`config.mk`:
```
export PLATFORM = sky130hd
export DESIGN_NAME = gth_link_sequencer
export DESIGN_NICKNAME = d
export VERILOG_FILES = /design/src/rtl/gth_link_sequencer.sv
export SDC_FILE = /design/constraint.sdc
export NUM_CORES = 1
export LEC_CHECK = 0
export CAP_MARGIN = 15
export CORE_UTILIZATION = 25
export DETAILED_ROUTE_END_ITERATION = 8
export GPL_TIMING_DRIVEN = 1
export PLACE_DENSITY = 0.43
export REMOVE_ABC_BUFFERS = 1
export SLEW_MARGIN = 40
export SYNTH_ARGS = -nofsm -noshare
export SYNTH_HDL_FRONTEND = slang
export SYNTH_SLANG_ARGS = --single-unit
```
`constraint.sdc`:
```
create_clock -name clk -period 3.5 [get_ports clk]
set_input_delay 0.525 -clock clk [delete_from_list [all_inputs] [get_ports clk]]
set_output_delay 0.525 -clock clk [all_outputs]
set_load 0.01 [all_outputs]
```
`src/rtl/gth_link_sequencer.sv`:
```
// GTH TX link bring-up sequencer: resets and waits for the GT, MMCM and wizard,
// supervises the running link and retries failed attempts up to a sticky FAULT.
module gth_link_sequencer #(
   parameter int unsigned RST_HOLD  = 16,
   parameter int unsigned TIMEOUT   = 1250000,
   parameter int unsigned MAX_RETRY = 7
) (
   input  logic       clk,
   input  logic       resetn,
   input  logic       link_en,
   input  logic       fault_clr,
   input  logic [2:0] gtpowergood,
   input  logic [2:0] txpmaresetdone,
   input  logic [2:0] txprgdivresetdone,
   input  logic       tx_done,
   input  logic       locked,
   input  logic       underflow,
   output logic       gt_reset,
   output logic       pixel_en,
   output logic       link_up,
   output logic       fault,
   output logic [3:0] retry_cnt,
   output logic [2:0] state
);

   localparam int unsigned TMR_MAX = ((TIMEOUT > RST_HOLD) ? TIMEOUT : RST_HOLD) - 1;
   localparam int unsigned TMR_W   = $clog2(TMR_MAX + 1) + 1;
   localparam int unsigned SYNC_W  = 12;

   typedef enum logic [2:0] {
      S_IDLE      = 3'd0,
      S_RST       = 3'd1,
      S_WAIT_PWR  = 3'd2,
      S_WAIT_LOCK = 3'd3,
      S_WAIT_DONE = 3'd4,
      S_RUN       = 3'd5,
      S_FAULT     = 3'd6
   } state_e;

   logic [1:0]        rst_sync_q;
   logic              rst_n;
   logic [SYNC_W-1:0] meta_q, sync_q;
   logic [2:0]        pg_s, pma_s, prg_s;
   logic              txd_s, lock_s, uf_s;

   state_e            state_q, state_d;
   logic [TMR_W-1:0]  timer_q, timer_d;
   logic [3:0]        retry_q, retry_d, retry_inc;
   logic              fail, timed_out;
   logic              gt_reset_q, pixel_en_q, link_up_q, fault_q;

   // Reset asserts asynchronously, releases two clocks after resetn rises
   always_ff @(posedge clk or negedge resetn) begin
      if (!resetn) rst_sync_q <= '0;
      else         rst_sync_q <= {rst_sync_q[0], 1'b1};
   end
   assign rst_n = rst_sync_q[1];

   always_ff @(posedge clk or negedge rst_n) begin
      if (!rst_n) begin
         meta_q <= '0;
         sync_q <= '0;
      end else begin
         meta_q <= {gtpowergood, txpmaresetdone, txprgdivresetdone, tx_done, locked, underflow};
         sync_q <= meta_q;
      end
   end
   assign {pg_s, pma_s, prg_s, txd_s, lock_s, uf_s} = sync_q;

   always_ff @(posedge clk or negedge rst_n) begin
      if (!rst_n) begin
         state_q    <= S_IDLE;
         timer_q    <= '0;
         retry_q    <= '0;
         gt_reset_q <= 1'b1;
         pixel_en_q <= 1'b0;
         link_up_q  <= 1'b0;
         fault_q    <= 1'b0;
      end else begin
         state_q    <= state_d;
         timer_q    <= timer_d;
         retry_q    <= retry_d;
         gt_reset_q <= (state_d inside {S_IDLE, S_RST, S_FAULT});
         pixel_en_q <= (state_d == S_RUN);
         link_up_q  <= (state_d == S_RUN);
         fault_q    <= (state_d == S_FAULT);
      end
   end

   always_comb begin
      state_d   = state_q;
      retry_d   = retry_q;
      fail      = 1'b0;
      retry_inc = retry_q;
      timer_d   = timer_q;
      timed_out = (timer_q >= TMR_W'(TIMEOUT - 1));

      // Exit conditions are tested before the timeout so they win a tie
      unique case (state_q)
         S_IDLE:      if (link_en) state_d = S_RST;
         S_RST:       if (timer_q >= TMR_W'(RST_HOLD - 1)) state_d = S_WAIT_PWR;
         S_WAIT_PWR:  if (&pg_s) state_d = S_WAIT_LOCK;
                      else if (timed_out) fail = 1'b1;
         S_WAIT_LOCK: if (lock_s) state_d = S_WAIT_DONE;
                      else if (timed_out) fail = 1'b1;
         S_WAIT_DONE: if (txd_s && (&pma_s) && (&prg_s)) state_d = S_RUN;
                      else if (timed_out) fail = 1'b1;
         S_RUN:       if (uf_s || !lock_s || !txd_s) fail = 1'b1;
                      else if (timed_out) retry_d = '0;
         S_FAULT:     if (fault_clr) begin
                         state_d = S_IDLE;
                         retry_d = '0;
                      end
         default:     state_d = S_IDLE;
      endcase

      if (fail) begin
         retry_inc = (retry_q == 4'hF) ? retry_q : retry_q + 4'd1;
         retry_d   = retry_inc;
         state_d   = (retry_inc == 4'(MAX_RETRY)) ? S_FAULT : S_RST;
      end

      if (!link_en && (state_q != S_FAULT)) begin
         state_d = S_IDLE;
         retry_d = '0;
      end

      // Timer restarts on every state change and saturates otherwise
      if (state_d != state_q)                   timer_d = '0;
      else if (timer_q != TMR_W'(TMR_MAX))      timer_d = timer_q + TMR_W'(1);
   end

   assign gt_reset  = gt_reset_q;
   assign pixel_en  = pixel_en_q;
   assign link_up   = link_up_q;
   assign fault     = fault_q;
   assign retry_cnt = retry_q;
   assign state     = state_q;

endmodule

```
==> metrics.txt, run 1 <==
status=finished clean; Mapped Area=around 2900 um^2; CTS max path bufs=2; RSZ-0062 raised after global routing=false; Routed Antenna Nets=0; CTS buffer count=9; Worst path slowest cell=dfrtp_1; Initial Utilization=26.1%; Layout Cells excl Fill=457; CP startpoint kind=flip-flop; clock latency on the worst-skew pair=around 330 ps; Post-CTS Setup Inserts=0; clock power share=52.7%; Routed WL=6.24 mm; Max Freq=383 MHz; combinational power share=7.0%; row count=38; H-tree levels=3; PnR Total Power=roughly 0.0018 W; global-route layer with the greatest usage=met1; DR pass1 iterations=5; Die Width=109 um; Synth cell types=47; Final min period=2610 ps; Worst VDD drop=0.227 mV; skew final=4.27 ps; DR iter-0 viols=between 100 and 150; Seq/Total Area, Yosys=between 50% and 60%; total gr overflow=0; diodes inserted=0; first-pass GRT wire length=10.6 mm; Worst path max stage delay=450 ps; met2 Resource Use GR=between 15 and 20%; Via Count=roughly 2,100; Synth Warn #=0; Worst EP required=between 3000 and 4000 ps; met3 Use GR=3.83%; crit path cell chain=or3_1 -> a211o_1 -> a31o_1 -> a31o_1 -> and2_4 -> o31a_4 -> nor4b_2; Seq cells post-synth=58; Total Nets Final=330; max-cap viol count=0; layout cells sized above 1=15.5%; Crit path top cell by count=a31o_1; routability congestion estimate=0.761; Core ar.=11,000 um^2; P_int=between 0.001 and 0.0015 W; initial antenna violation count=0; worst rel slew slack=59.7%; setup violators final=0; chip height=109 um; setup TNS=0 ps; dpl ws=886 ps; die area=11,900 um^2; number of remaining DRC errors=0; final setup margin=890 ps; Power Dens Cells=~510 nW/um^2; Sinks on Clock Net=58; EDFF count, synth=0; Switch Pwr=0.000440 W; Leak Pwr=1.55 nW; placed insts=440; average cell area after synthesis=around 10 um^2; Crit Path Class=flip-flop to flip-flop; IO Count=27; largest net degree at the start of global routing=37; gr usage total=about an eighth; CTS tree=built; Area Growth Syn to Fin=25.2%; CP max FO=22; Filler cells=1,143; M1 GR Usage=16.7%; Synth Instances=282; vias per inst=4.67; WP data arrival=2840 ps; CTS Root Buffer Type=clkbuf_16; fin util=between 30% and 40%; vias in the first global route=2,056; Final Max Tran Viols=0; post-CTS sizing=0; switch share=24.1%; # port buffers=26; Hold Path Class=flip-flop to async pin; asr flop ratio synth=between 90% and 100%; routed length per instance=13.7 um; CP Capture Type=flip-flop; Reg clk slew, reported paths=60 ps; worst reg2reg setup slack=~890 ps; final count of hold timing violations=0; final period utilization=74.6%; HPWL after DPL=just over 4 mm; Sequential Power Share=40.2%; CTS Hold Bufs=0; Top FF cell, synth=dfrtp_1; worst-margin pin slew=around 600 ps
==> through the flow <==
step / hold slack (ps) / instance area [um^2]
finish: 308 / 3600
global placement: 332 / 3260
detailed placement: 329 / 3260
floorplan: 229 / 2800
global route: 350 / 3600
CTS: 336 / 3590
==> metal layers <==
metal  share of wire [%]  vias to the layer above  routed length (um)
met5                   0                        -                   0
met4                 1.1                        0                  66
met3                 3.8                        6                 235
met2                  44                       44                2740
met1                  51                     1032                3200
li1                    -                     1051                   -
==> layout make-up <==
class / count / area (um^2) / area share, %
clock buffers: 9 / 225 / 6.26
clock inverters: 7 / 103 / 2.85
inverters: 9 / 33.8 / 0.939
multi-input cells: 203 / 1310 / 36.4
flip-flops and latches: 58 / 1460 / 40.5
well taps: 140 / 175 / 4.87
repair buffers: 31 / 295 / 8.21
==> cells in the final DEF, fill, tap and decap left out, types with 2 or more instances in the layout <==
cell and count:
a21oi_1 12, ha_1 2, nand4_1 5, bufinv_16 2, a211o_1 2, nor3_1 14, dfrtp_1 56, a31o_1 2
buf_4 4, a21o_1 2, nand3_1 16, nor4_1 4, clkdlybuf4s50_1 26, xnor2_1 7, and3_1 5, clkinv_4 3
nor2_1 21, inv_1 9, clkbuf_16 9, xor2_1 14, nor3_2 20, nor2b_1 2, mux2i_1 5, a31oi_1 3
nand2_1 34, o211ai_1 5, o21ai_0 8
==> power groups by stage <==
| stage | clock network (W) | registers [W] | logic, W |
|---|---|---|---|
| 3_3_place_gp | 0 | 0.000747 | 0.000129 |
| 2_1_floorplan | 0 | 0.000741 | 0.0000812 |
| 6_report | 0.000964 | 0.000735 | 0.000129 |
| 3_5_place_dp | 0 | 0.000748 | 0.000130 |
| 4_1_cts | 0.000990 | 0.000736 | 0.000130 |
| 5_1_grt | 0.00103 | 0.000741 | 0.000144 |
==> cell usage after synthesis (4+ instances only) <==
library cell	count	share of area (%)
nand4_1	5	1.1
o21ai_0	8	1.4
xnor2_1	7	2.1
nor3_1	14	2.4
clkbuf_1	5	0.65
nor3_2	20	7.0
dfrtp_1	57	50
inv_1	9	1.2
o211ai_1	5	1.3
nand3_1	16	2.8
nor2_1	21	2.7
a21oi_1	12	2.1
mux2i_1	5	1.7
nand2_1	34	4.4
xor2_1	14	4.3
nor4_1	4	0.87
and3_1	5	1.1
==> logic make-up after synthesis <==
family	count (synthesis)	share of synthesized area (%)
compound gates	41	9.67
xor+xnor	21	6.40
fa+ha+maj	2	0.871
buf+inv	21	3.92
flops	58	50.5
mux	5	1.74
other cells	1	0.130
simple gates	133	26.7
==> path summary, 6_finish.rpt <==
path / from / end / depth (start not counted)
max: timer_q[8]$_DFFE_PN0P_ / timer_q[1]$_DFFE_PN0P_ / 7
min: rst_sync_q[1]$_DFF_PN0_ / timer_q[16]$_DFFE_PN0P_ / 0
max reg2reg: timer_q[8]$_DFFE_PN0P_ / timer_q[1]$_DFFE_PN0P_ / 7
min reg2reg: rst_sync_q[1]$_DFF_PN0_ / timer_q[16]$_DFFE_PN0P_ / 0
max in group asynchronous: rst_sync_q[1]$_DFF_PN0_ / sync_q[3]$_DFF_PN0_ / 1
min in group clk: meta_q[6]$_DFF_PN0_ / sync_q[6]$_DFF_PN0_ / 0
==> state kept, by name, indices dropped and copies added, names as in the netlist <==
signal      flops
state           3
fault           1
gt_reset        1
retry_cnt       4
sync_q         12
link_up         1
rst_sync_q      2
meta_q         12
timer_q        22
==> worst max-delay path, delay by kind of cell, from the launching register on <==
family | cells | cell delay (ps)
compound gates | 4 | 1240
flops | 1 | 450
simple gates | 3 | 820
(Power assumes the default switching activity.)
==> inputs of run 2 (changes only) <==
==> constraint.sdc (replaced) <==
create_clock -name clk -period 2.6 [get_ports clk]
set_input_delay 0.39 -clock clk [delete_from_list [all_inputs] [get_ports clk]]
set_output_delay 0.39 -clock clk [all_outputs]
set_load 0.01 [all_outputs]
==> run 2 against run 1 <==
  * Cell area is 3.8% higher
  * Global-route usage is 0.24 points higher
  * Worst hold slack lost 83 ps
  * Via count grew 2.7%
  * Sequential share of layout area shrank 1.5 points
  * Critical path type unchanged
  * Critical endpoint is now timer_q[10]$_DFFE_PN0P_
==> metrics.txt, run 2 (synthesized netlist as in run 1, its figures left out) <==
status=finished clean; H-tree levels=3; worst rel slew slack=57.5%; die area=11,900 um^2; Via Count=2,191; worst-margin pin slew=about 630 ps; layout cells sized above 1=19.1%; first-pass GRT wire length=roughly 11 mm; Final min period=2490 ps; CTS Root Buffer Type=clkbuf_16; routed length per instance=13.8 um; Reg with most FFs=timer_q; gr usage total=approximately 12%; CP max FO=11; CTS max path bufs=2; Crit Path Class=flip-flop to flip-flop; vias in the first global route=2,185; Initial Utilization=between 20% and 30%; final count of hold timing violations=0; Core ar.=11,000 um^2; DR iter-0 viols=60; setup violators final=0; Leak Pwr=1.62 nW; most frequent cells in the layout=dfrtp_1, nand2_1, clkdlybuf4s50_1; number of remaining DRC errors=0; diodes inserted=0; Area Growth Syn to Fin=29.9%; DR pass1 iterations=4; CTS buffer count=9; Power Dens Cells=662 nW/um^2; CTS tree=built; Post-DP Area=~3400 um^2; Hold Path Class=primary input to async pin; clock latency on the worst-skew pair=~330 ps; max-cap viol count=0; Sinks on Clock Net=58; Routed Antenna Nets=0; IO Count=27; Worst VDD drop=approximately 0.32 mV; row count=38; routability congestion estimate=0.781; Filler cells=1,137; biggest regs=timer_q x22, meta_q x12, sync_q x12; vias per inst=4.66; most common cell after layout, fill and taps aside=dfrtp_1; initial antenna violation count=0; Total Nets Final=343; largest net degree at the start of global routing=26; max FFs per register=22; chip height=~110 um; final instance area=3730 um^2; final period utilization=a little over nine tenths; total gr overflow=0; Max Freq=roughly 400 MHz; CP startpoint kind=flip-flop; fin util=33.8%; Worst EP required=2840 ps; Reg clk slew, reported paths=50 ps; WP data arrival=2730 ps; CP Capture Type=flip-flop; Final Max Tran Viols=0; HPWL after DPL=4.44 mm; skew final=10.7 ps; # port buffers=26; Post-CTS Setup Inserts=0; Die Width=109 um; Routed WL=roughly 6.5 mm
## run 2: changes by cell type in the layout (fill, tap and decap cells not counted), sizes merged
cell	delta
clkbuf	-1
o31a	+1
buf	+13
## run 2: critical path, stage by stage (launching register included)
cell	delay, ps
dfrtp_1	370
ha_1	230
nand3_1	140
a211o_1	280
a31o_1	250
a31o_1	280
and2_4	180
o31a_2	450
nor3_2	210
## run 2: layout make-up
type	count	area, um^2	area share [%]
Clock buffer	9	225	6.03
Clock inverter	7	103	2.75
Multi-Input combinational cell	204	1330	35.6
Tap cell	140	175	4.69
Inverter	9	33.8	0.905
Sequential cell	58	1450	38.9
Timing Repair Buffer	43	413	11.1
## run 2: power breakdown
part | switching (W) | internal [W] | total [W]
registers | 0.0000386 | 0.000946 | 0.000984
clock network | 0.000443 | 0.000846 | 0.00129
logic | 0.000110 | 0.0000894 | 0.000199
total | 0.000592 | 0.00188 | 0.00247
## run 2: metrics by stage
stage / power [W] / hold WS, ps / setup TNS (ps) / setup slack, ps / cells
6_report: 0.00247 / 225 / 0 / 115 / 470
3_3_place_gp: 0.00119 / 275 / 0 / 136 / 453
5_1_grt: 0.00259 / 218 / -3.23 / -3.23 / 470
2_1_floorplan: 0.00111 / 94.4 / -6770 / -349 / 270
3_5_place_dp: 0.00120 / 272 / 0 / 96.6 / 453
4_1_cts: 0.00251 / 215 / 0 / 67.6 / 469
## run 2: final timing paths
check | from | depth (start not counted) | endpoint | slack (ps)
max | timer_q[0]$_DFFE_PN0P_ | 8 | timer_q[10]$_DFFE_PN0P_ | 110
min | resetn | 1 | rst_sync_q[1]$_DFF_PN0_ | 230
max reg2reg | timer_q[0]$_DFFE_PN0P_ | 8 | timer_q[10]$_DFFE_PN0P_ | 110
min reg2reg | rst_sync_q[1]$_DFF_PN0_ | 0 | state[0]$_DFF_PN0_ | 240
max in group asynchronous | rst_sync_q[1]$_DFF_PN0_ | 1 | gt_reset$_DFF_PN1_ | 1650
min in group clk | rst_sync_q[0]$_DFF_PN0_ | 0 | rst_sync_q[1]$_DFF_PN0_ | 340
## run 2: timing repair
action | CTS | global route
gates resized for setup | 0 | 3
setup endpoints to repair | 0 | 2
hold buffers | 0 | 0
## run 2: per-layer routing
metal	vias to the layer above	global-route usage (%)	share of wire (%)	wire (um)
met1	1057	16.3	49	3210
met2	33	17.8	45	2920
li1	1094	-	-	-
met4	0	4.57	1.4	91
met5	-	0	0	0
met3	7	4.30	4.2	273
